==> config.mk <==
export PLATFORM = sky130hd
export DESIGN_NAME = spram1_port_arbiter
export DESIGN_NICKNAME = d
export VERILOG_FILES = /design/src/rtl/spram1_port_arbiter.sv
export SDC_FILE = /design/constraint.sdc
export NUM_CORES = 1
export LEC_CHECK = 0
export CAP_MARGIN = 5
export CORE_AREA = 2 2 81 83
export DETAILED_ROUTE_END_ITERATION = 12
export DIE_AREA = 0 0 83 85
export HOLD_SLACK_MARGIN = 0.15
export PLACE_DENSITY_LB_ADDON = 0.2
export SETUP_SLACK_MARGIN = 0.15
export SLEW_MARGIN = 0
export SYNTH_ARGS = -nofsm -noshare
export SYNTH_HDL_FRONTEND = slang
export SYNTH_SLANG_ARGS = --single-unit
==> constraint.sdc <==
create_clock -name clk -period 5.6 [get_ports clk]
set_input_delay 1.12 -clock clk [delete_from_list [all_inputs] [get_ports clk]]
set_output_delay 1.12 -clock clk [all_outputs]
set_load 0.01 [all_outputs]
==> src/rtl/spram1_port_arbiter.sv <==
`default_nettype none
// ============================================================================
// Module   : spram1_port_arbiter
// Purpose  : Shares one single-port spram1 memory between a read-only
//            instruction-fetch port and a data load/store port. One access
//            is issued per cycle. Data wins by default. After STARVE_LIMIT
//            back-to-back data wins with the instruction port waiting, one
//            instruction grant is forced. Read data comes back one cycle
//            after the grant and is steered to its owner by a registered tag.
// Ports    : clk, resetn (async, active-low)
//            i_req/i_addr -> i_wait, i_rvalid, i_rdata     instruction port
//            d_req/d_wren/d_addr/d_byteen/d_wdata
//                         -> d_wait, d_rvalid, d_rdata     data port
//            mem_address/mem_wren/mem_byteen/mem_data -> spram1, mem_out <- spram1
// Revision : 1.0  initial release
// ============================================================================
module spram1_port_arbiter #(
  parameter int AWIDTH       = 10,
  parameter int DWIDTH       = 32,
  parameter int STARVE_LIMIT = 4,
  parameter int CNTW         = 8
) (
  input  logic                  clk,
  input  logic                  resetn,
  // instruction fetch port
  input  logic                  i_req,
  input  logic [AWIDTH-1:0]     i_addr,
  output logic                  i_wait,
  output logic                  i_rvalid,
  output logic [DWIDTH-1:0]     i_rdata,
  // data load/store port
  input  logic                  d_req,
  input  logic                  d_wren,
  input  logic [AWIDTH-1:0]     d_addr,
  input  logic [DWIDTH/8-1:0]   d_byteen,
  input  logic [DWIDTH-1:0]     d_wdata,
  output logic                  d_wait,
  output logic                  d_rvalid,
  output logic [DWIDTH-1:0]     d_rdata,
  // spram1 side
  output logic [AWIDTH-1:0]     mem_address,
  output logic                  mem_wren,
  output logic [DWIDTH/8-1:0]   mem_byteen,
  output logic [DWIDTH-1:0]     mem_data,
  input  logic [DWIDTH-1:0]     mem_out
);

  localparam int              c_bew   = DWIDTH / 8;
  localparam logic [CNTW-1:0] c_limit = CNTW'(STARVE_LIMIT);
  localparam bit              c_guard = (STARVE_LIMIT != 0);

  logic              w_force_i;
  logic              w_d_gnt;
  logic              w_i_gnt;
  logic [CNTW-1:0]   r_streak;
  logic [CNTW-1:0]   w_streak_nxt;
  logic [1:0]        r_rtag;

  // --------------------------------------------------------------------------
  // Grant: data first, unless the instruction port has already watched
  // STARVE_LIMIT consecutive data grants go by.
  // --------------------------------------------------------------------------
  always_comb begin
    w_force_i = c_guard && i_req && (r_streak == c_limit);
    w_d_gnt   = d_req && !w_force_i;
    w_i_gnt   = i_req && !w_d_gnt;
  end

  assign i_wait = i_req && !w_i_gnt;
  assign d_wait = d_req && !w_d_gnt;

  // --------------------------------------------------------------------------
  // Streak counter: counts data wins only while the instruction port waits.
  // It saturates at the limit; with a limit of 0 it is pinned at 0 because
  // r_streak == c_limit holds from reset onward.
  // --------------------------------------------------------------------------
  always_comb begin
    w_streak_nxt = '0;
    if (w_d_gnt && i_req) begin
      if (r_streak == c_limit) begin
        w_streak_nxt = r_streak;
      end else begin
        w_streak_nxt = r_streak + 1'b1;
      end
    end
  end

  always_ff @(posedge clk or negedge resetn) begin
    if (!resetn) begin
      r_streak <= '0;
      r_rtag   <= 2'b00;
    end else begin
      r_streak <= w_streak_nxt;
      // bit 1: instruction read issued, bit 0: data load issued
      r_rtag   <= {w_i_gnt, w_d_gnt && !d_wren};
    end
  end

  // --------------------------------------------------------------------------
  // Memory drive. An idle cycle drives all zeros so nothing downstream
  // depends on stale requester fields.
  // --------------------------------------------------------------------------
  always_comb begin
    mem_address = '0;
    mem_wren    = 1'b0;
    mem_byteen  = '0;
    mem_data    = '0;
    if (w_d_gnt) begin
      mem_address = d_addr;
      mem_wren    = d_wren;
      mem_byteen  = d_byteen;
      mem_data    = d_wdata;
    end else if (w_i_gnt) begin
      mem_address = i_addr;
      mem_byteen  = {c_bew{1'b0}};
    end
  end

  // Read data is shared; only the tagged port sees a valid pulse.
  assign i_rvalid = r_rtag[1];
  assign d_rvalid = r_rtag[0];
  assign i_rdata  = mem_out;
  assign d_rdata  = mem_out;

endmodule
`default_nettype wire

* Word-level counts from Yosys, hierarchy flattened *
Cells that the tools add are included.

operators by class
  equal/unequal tests = 2
  reductions and logical operators = 11
  muxes and demuxes = 7
  add/sub/neg operators = 1

operators with widths
  kind                                                              count
  32-bit two-way mux                                                1
  10-bit two-way mux                                                2
  8-bit two-way mux                                                 2
  8-bit by 1-bit adder with 8-bit output (second input constant)    1
  8-bit by 3-bit == test with 1-bit output (second input constant)  1
  1-bit logical AND                                                 7
  1-bit zero test                                                   4
  4-bit two-way mux                                                 1
  2-bit inequality test (second input constant)                     1
  1-bit two-way mux                                                 1

storage, ports and cells
  flip-flop bits (word level) = 10
  output and inout bits = 115
  word-level logic and storage cells = 23
  bits of input ports = 93

* Longest topological paths before layout *
Gate-level depths: netlist (run 1).

  depth after elaboration = 8
  depth in mapped cells = 6
  mapped depth without buffers = 5

* Least setup slack after synthesis (run 1) *
No wires, ideal clock.

  path kind = input-to-output
  from = input port i_req
  to = output port mem_address[6]
  slack = 2542 ps
  arrival = 1938 ps
  cell stages on the path = 4
  required time = 4480 ps
  path buffers = 1
  cells stage by stage = nand2_1 -> o31a_1 -> buf_2 -> mux2i_1

on the way
  cells in the longest elaborated chain, start to end = 7

ends and longest elaborated chain
  item                    line  source
  from (decl)             26    input logic i_req,
  1-bit logical AND       64    w_force_i = c_guard && i_req && (r_streak == c_limit);
  1-bit zero test         65    w_d_gnt = d_req && !w_force_i;
  1-bit logical AND       65
  1-bit zero test         66    w_i_gnt = i_req && !w_d_gnt;
  1-bit logical AND       66
  10-bit two-way mux      113   end else if (w_i_gnt) begin
  10-bit two-way mux (*)  108   if (w_d_gnt) begin
  to (decl)               41    output logic [AWIDTH-1:0] mem_address,

Mark *: on every way between the ends. The rest lies on a longest branch, timed or not.

* Worst setup path after layout (run 1) *
Ends and elaborated chain as after synthesis.

==> results.toml, run 1 <==
[power]
p_seq_share_pct = 25.7
powerDensity_nw_per_um2 = 135
switchingPower_w = 0.0000727
sw_frac_of_total_pct = 24.9
p_leak_nw = 0.899
power_frac_comb_pct = 43.0
max-vdd-ir-drop_mv = 0.0607
p_int_w = 0.000219
post-layout-total-power_w = 0.000292
clockPowerShare_pct = 31.3

[sta]
fmax_mhz = 211
holdWs_ns = 0.534
final-max-slew-violation-count = 0
grt_setup_unrepaired = "false"
clock_skew_ns = 0.00133
relSlewSlack_pct = 41.9
period_needed_ns = 4.74
hold_violations = 0
tightest_slew_ns = 0.872
setup_tns_ns = 0
setup_viol = 0
min_period_over_period_pct = 84.7

[cts]
cts_resized = 0
cts_sinks = 10
insertion_delay_ns = 0.24
clockRootBuffer = "clkbuf_8"
clock_path_buffers = 2
clkTransAtPathRegs_ns = 0.05
post_cts_buffers = 0
htreeDepth = 1
cts_tree = "yes"
ctsHoldBuffers = 0
cts_made_buffers = 3

[layout]
seq_area_um2 = 250
diodes = 0
nFillCells = 644
nNetsFinal = 326
multi_input_area_um2 = 587
area_growth_pct = 53.6
finalNonFillerCells = 307
final_layout_size_suffix_gt1_share_pct = 3.04
final_util_pct = 34.7

[yosys]
synth_area_um2 = 1400
syn-instance-count = 185
ys_types = 25
ys_warn_count = 0
synth-seq-cells = 10
syn_nets = 280
synth.avg_cell_area_um2 = 7.59
ys_seq_area_share_pct = 17.8

[worst_setup_path]
crit_arrival_ns = 3.62
worst-endpoint-required_ns = 4.48
critPathMaxFanout = 50
critical-path-max-stage-delay_ns = 0.74
crit_top_cell = "clkdlybuf4s50_1"
crit_start = "i_req"
setup.worst_path.class = "input pin to output port"
startpoint_type = "input pin"
worstReg2RegStart = "r_streak[4]$_DFFE_PN0P_"
end_kind = "output port"
reg2reg_depth = 3
rr_endpoint = "r_streak[1]$_DFFE_PN0P_"
rrSetupSlack_ns = 3.51
crit_chain = "clkdlybuf4s50_1, nand2_1, o31a_2, mux2i_1, clkdlybuf4s50_1"
slowest_stage = "o31a_2"
endpoint = "mem_address[6]"

[place]
gp_congestion = 0.776
port_buffers = 111
hpwl_um = 3830
dp.cells = 303

[hold_path]
min_path_type = "register to register"

[route]
firstDrtPassIters = 4
dr_total_vias = 1227
drtIter0Drc = 34
drc = 0
postRouteAntennaNets = 0
vias_per_cell = 4.00
post_drt_wl_per_cell_um = 14.2
routed_wl_um = 4370

[floorplan]
initial_core_util_pct = 22.6
die_x_um = 83
rows = 29
core_um2 = 6200
die_h_um = 85
io_pins = 208
die-area_um2 = 7060

[run_status]
status = "complete, no violations"

[global_routing]
grt_max_degree = 51
grt_pass1_vias = 1221
grt_overflow_total = 0
antenna_found_initial = 0
grt_first_pass_wirelength_um = 6740
grt_usage_pct = 12.1

[job]
max-cap-violations = 0
[flip-flops by register name (all words and copies together), names as in the netlist]
| register | flops |
|---|---|
| r_streak | 8 |
| r_rtag | 2 |
[area by class of cell]
cell class,instances,area share [%]
clock buffer,4,2.55
inverter,15,2.61
multi-input combinational,90,27.2
sequential,10,11.6
tap,77,4.47
timing repair buffer,111,51.5
[critical path: cells and delay by family]
| kind | cells | cell delay (ns) |
|---|---|---|
| mux | 1 | 0.29 |
| compound gates | 1 | 0.74 |
| buf+inv | 2 | 1.23 |
| simple gates | 1 | 0.23 |
[power groups by stage]
stage                clock, W  sequential [W]  combinational [W]
global route        0.0000971       0.0000752           0.000135
floorplan                   0       0.0000764          0.0000854
global placement            0       0.0000761           0.000128
detailed placement          0       0.0000761           0.000127
finish              0.0000914       0.0000750           0.000125
CTS                 0.0000943       0.0000749           0.000128
[cells in the final DEF (no fill, tap or decap), drive strengths merged, types with 2 or more instances in the layout]
master,synthesis,final
clkdlybuf4s50,0,111
and2,37,37
inv,15,15
nand2,12,12
mux2i,10,10
dfrtp,10,10
nand3,4,4
nor2,4,4
clkbuf,4,4
o21ai,3,3
or3,3,3
a21oi,3,3
nor2b,2,2
xor2,2,2
ha,2,2
[Yosys cell counts, drive strengths merged]
cell type | n | area share, %
a21oi | 3 | 1.1
and2 | 37 | 16
and3 | 1 | 0.45
buf | 66 | 35
clkbuf | 4 | 1.1
dfrtp | 10 | 18
ha | 2 | 1.8
inv | 15 | 4.0
mux2i | 10 | 7.1
nand2 | 12 | 3.2
nand2b | 1 | 0.45
nand3 | 4 | 1.4
nand4 | 1 | 0.45
nor2 | 4 | 1.1
nor2b | 2 | 0.89
nor4 | 1 | 0.45
o21ai | 3 | 1.1
o311ai | 1 | 1.2
o31a | 1 | 0.62
or3 | 3 | 1.3
or4 | 1 | 0.80
xnor2 | 1 | 0.62
xor2 | 2 | 1.2
[cell families after synthesis]
logic type,after synthesis,share of synthesized area (%)
buffers and inverters,85,40.5
adders and majority gates,2,1.78
muxes,10,7.13
and+or+nand+nor,67,27.0
xor gates and xnor gates,3,1.87
DFF,10,17.8
AOI/OAI and AO/OA,8,3.92
[stage by stage]
step | area, um2 | worst slack [ns]
CTS | 2160 | 0.775
global placement | 2100 | 0.825
finish | 2160 | 0.857
global route | 2160 | 0.601
floorplan | 1400 | 2.54
detailed placement | 2100 | 0.789
[how the worst min path moves through the flow]
stage,start,to,slack (ns),cells past startpoint
after floorplan,r_streak[0]$_DFFE_PN0P_,r_streak[0]$_DFFE_PN0P_,0.49,1
after global placement,r_streak[0]$_DFFE_PN0P_,r_streak[0]$_DFFE_PN0P_,0.53,1
after detailed placement,r_streak[0]$_DFFE_PN0P_,r_streak[0]$_DFFE_PN0P_,0.53,1
after CTS,r_streak[0]$_DFFE_PN0P_,r_streak[0]$_DFFE_PN0P_,0.54,1
after global routing,r_streak[0]$_DFFE_PN0P_,r_streak[0]$_DFFE_PN0P_,0.59,1
final,r_streak[0]$_DFFE_PN0P_,r_streak[0]$_DFFE_PN0P_,0.53,1
[layer usage]
metal | vias to the layer above | share of wire [%] | track usage, %
met4 | 0 | 1.3 | 3.43
met3 | 10 | 8.5 | 3.99
li1 | 597 | - | -
met1 | 536 | 37 | 13.5
met5 | - | 0 | 0
met2 | 84 | 53 | 21.8
Note: power is estimated with default switching activity, not from simulation.
==> run 2, diff against run 1 <==
--- a/config.mk
+++ b/config.mk
@@ -6,9 +6,9 @@
 export NUM_CORES = 1
 export LEC_CHECK = 0
 export CAP_MARGIN = 5
-export CORE_AREA = 2 2 81 83
+export CORE_AREA = 2 2 80 82
 export DETAILED_ROUTE_END_ITERATION = 12
-export DIE_AREA = 0 0 83 85
+export DIE_AREA = 0 0 82 84
 export HOLD_SLACK_MARGIN = 0.15
 export PLACE_DENSITY_LB_ADDON = 0.2
 export SETUP_SLACK_MARGIN = 0.15
==> constraint.sdc (replaced) <==
create_clock -name clk -period 4.9 [get_ports clk]
set_input_delay 0.98 -clock clk [delete_from_list [all_inputs] [get_ports clk]]
set_output_delay 0.98 -clock clk [all_outputs]
set_load 0.01 [all_outputs]
==> results.toml, run 2 (synthesized netlist as in run 1, its figures left out) <==
[worst_setup_path]
end_kind = "output port"
startpoint_type = "input pin"
worstReg2RegStart = "r_streak[4]$_DFFE_PN0P_"
critical_path.top_delay_family = "buffers and inverters"
critPathMaxFanout = 50
crit_arrival_ns = 3.13
rrSetupSlack_ns = 2.84
critical-path-max-stage-delay_ns = 0.75
reg2reg_depth = 3
rr_endpoint = "r_streak[1]$_DFFE_PN0P_"
crit_chain = "clkdlybuf4s50_1, o31a_2, mux2i_1, clkdlybuf4s50_1"
slowest_stage = "o31a_2"
worst-endpoint-required_ns = 3.92
setup.worst_path.class = "input pin to output port"
crit_top_cell = "clkdlybuf4s50_1"
worst-path-buf-inv = 2

[power]
powerDensity_nw_per_um2 = 144
p_leak_nw = 0.897
max-vdd-ir-drop_mv = 0.0907

[floorplan]
core_um2 = 6100
rows = 29
initial_core_util_pct = 23.0
die_x_um = 82
io_pins = 208
die-area_um2 = 6890
die_h_um = 84

[layout]
final_layout_size_suffix_gt1_share_pct = 3.04
area_growth_pct = 53.1
nNetsFinal = 327
final_util_pct = 35.3
final_common_cell = "clkdlybuf4s50_1"
largest-register = "r_streak"
layout_common_cells = "clkdlybuf4s50_1 (111), and2_1 (37), inv_1 (15)"
diodes = 0
largestRegisters = "r_streak: 8 flops, r_rtag: 2 flops"
largest_register_ffs = 8

[global_routing]
grt_max_degree = 51
grt_usage_pct = 11.7
grt_overflow_total = 0
grt_first_pass_wirelength_um = 6220
antenna_found_initial = 0
grt_pass1_vias = 1181

[cts]
cts_tree = "yes"
clkTransAtPathRegs_ns = 0.04
cts_sinks = 10
ctsHoldBuffers = 0
cts_resized = 0
post_cts_buffers = 0
clock_path_buffers = 2
cts_made_buffers = 3
clockRootBuffer = "clkbuf_8"
htreeDepth = 1
insertion_delay_ns = 0.23

[route]
wl_met1_um = 1320
vias_per_cell = 3.96
dr_total_vias = 1216
post_drt_wl_per_cell_um = 13.5
wl_met2_um = 2380
top_layer_used = "met4"
postRouteAntennaNets = 0
drtIter0Drc = 22
firstDrtPassIters = 3
dr_wl_met3_um = 361
routed_wl_um = 4130
drc = 0

[place]
hpwl_um = 3520
port_buffers = 111
gp_congestion = 0.746

[run_status]
status = "complete, no violations"

[sta]
hold_violations = 0
final-max-slew-violation-count = 0
fmax_mhz = 243
clock_skew_ns = 0.00213
setup_tns_ns = 0
relSlewSlack_pct = 41.8
setup_viol = 0
min_period_over_period_pct = 84.0
holdWs_ns = 0.541
tightest_slew_ns = 0.874
period_needed_ns = 4.11
grt_setup_unrepaired = "false"

[hold_path]
min_from = "r_streak[0]$_DFFE_PN0P_"
min_path_type = "register to register"
min_path_cells = 1
hold_path_end = "r_streak[0]$_DFFE_PN0P_"

[job]
max-cap-violations = 0
## run 2: power by group
part	internal [W]	switching, W
clock network	0.0000534	0.0000276
logic	0.0000958	0.0000467
registers	0.0000845	0.00000135
total	0.000234	0.0000757
## run 2: metal layers
metal	GRT usage (%)	vias to the layer above
li1	-	598
met1	11.1	518
met2	23.2	89
met3	3.25	11
met4	3.64	0
met5	0	-
## run 2: per-stage QoR
step	cell area, um2	std cells	worst slack (ns)	power [W]
4_1_cts	2150	307	0.702	0.000316
5_1_grt	2150	307	0.617	0.000328
2_1_floorplan	1400	185	2.12	0.000185
3_5_place_dp	2110	304	0.702	0.000232
6_report	2150	307	0.786	0.000309
3_3_place_gp	2110	304	0.740	0.000232
## run 2: final cells by class
class | count | area (um2)
fill | 662 | 3950
inverter | 15 | 56.3
timing repair buffer | 112 | 1120
sequential | 10 | 250
tap | 77 | 96.3
multi-input combinational | 90 | 587
clock buffer | 3 | 41.3
## run 2: how the worst max path moves through the flow
| stage | start | cells after the start | slack (ns) | endpoint |
|---|---|---|---|---|
| 5_1_grt | d_req | 4 | 0.62 | mem_address[4] |
| 2_1_floorplan | i_req | 4 | 2.12 | mem_address[6] |
| 6_report | d_req | 4 | 0.79 | mem_address[4] |
| 4_1_cts | d_req | 4 | 0.70 | mem_address[6] |
| 3_5_place_dp | d_req | 4 | 0.70 | mem_address[6] |
| 3_3_place_gp | d_req | 4 | 0.74 | mem_address[6] |
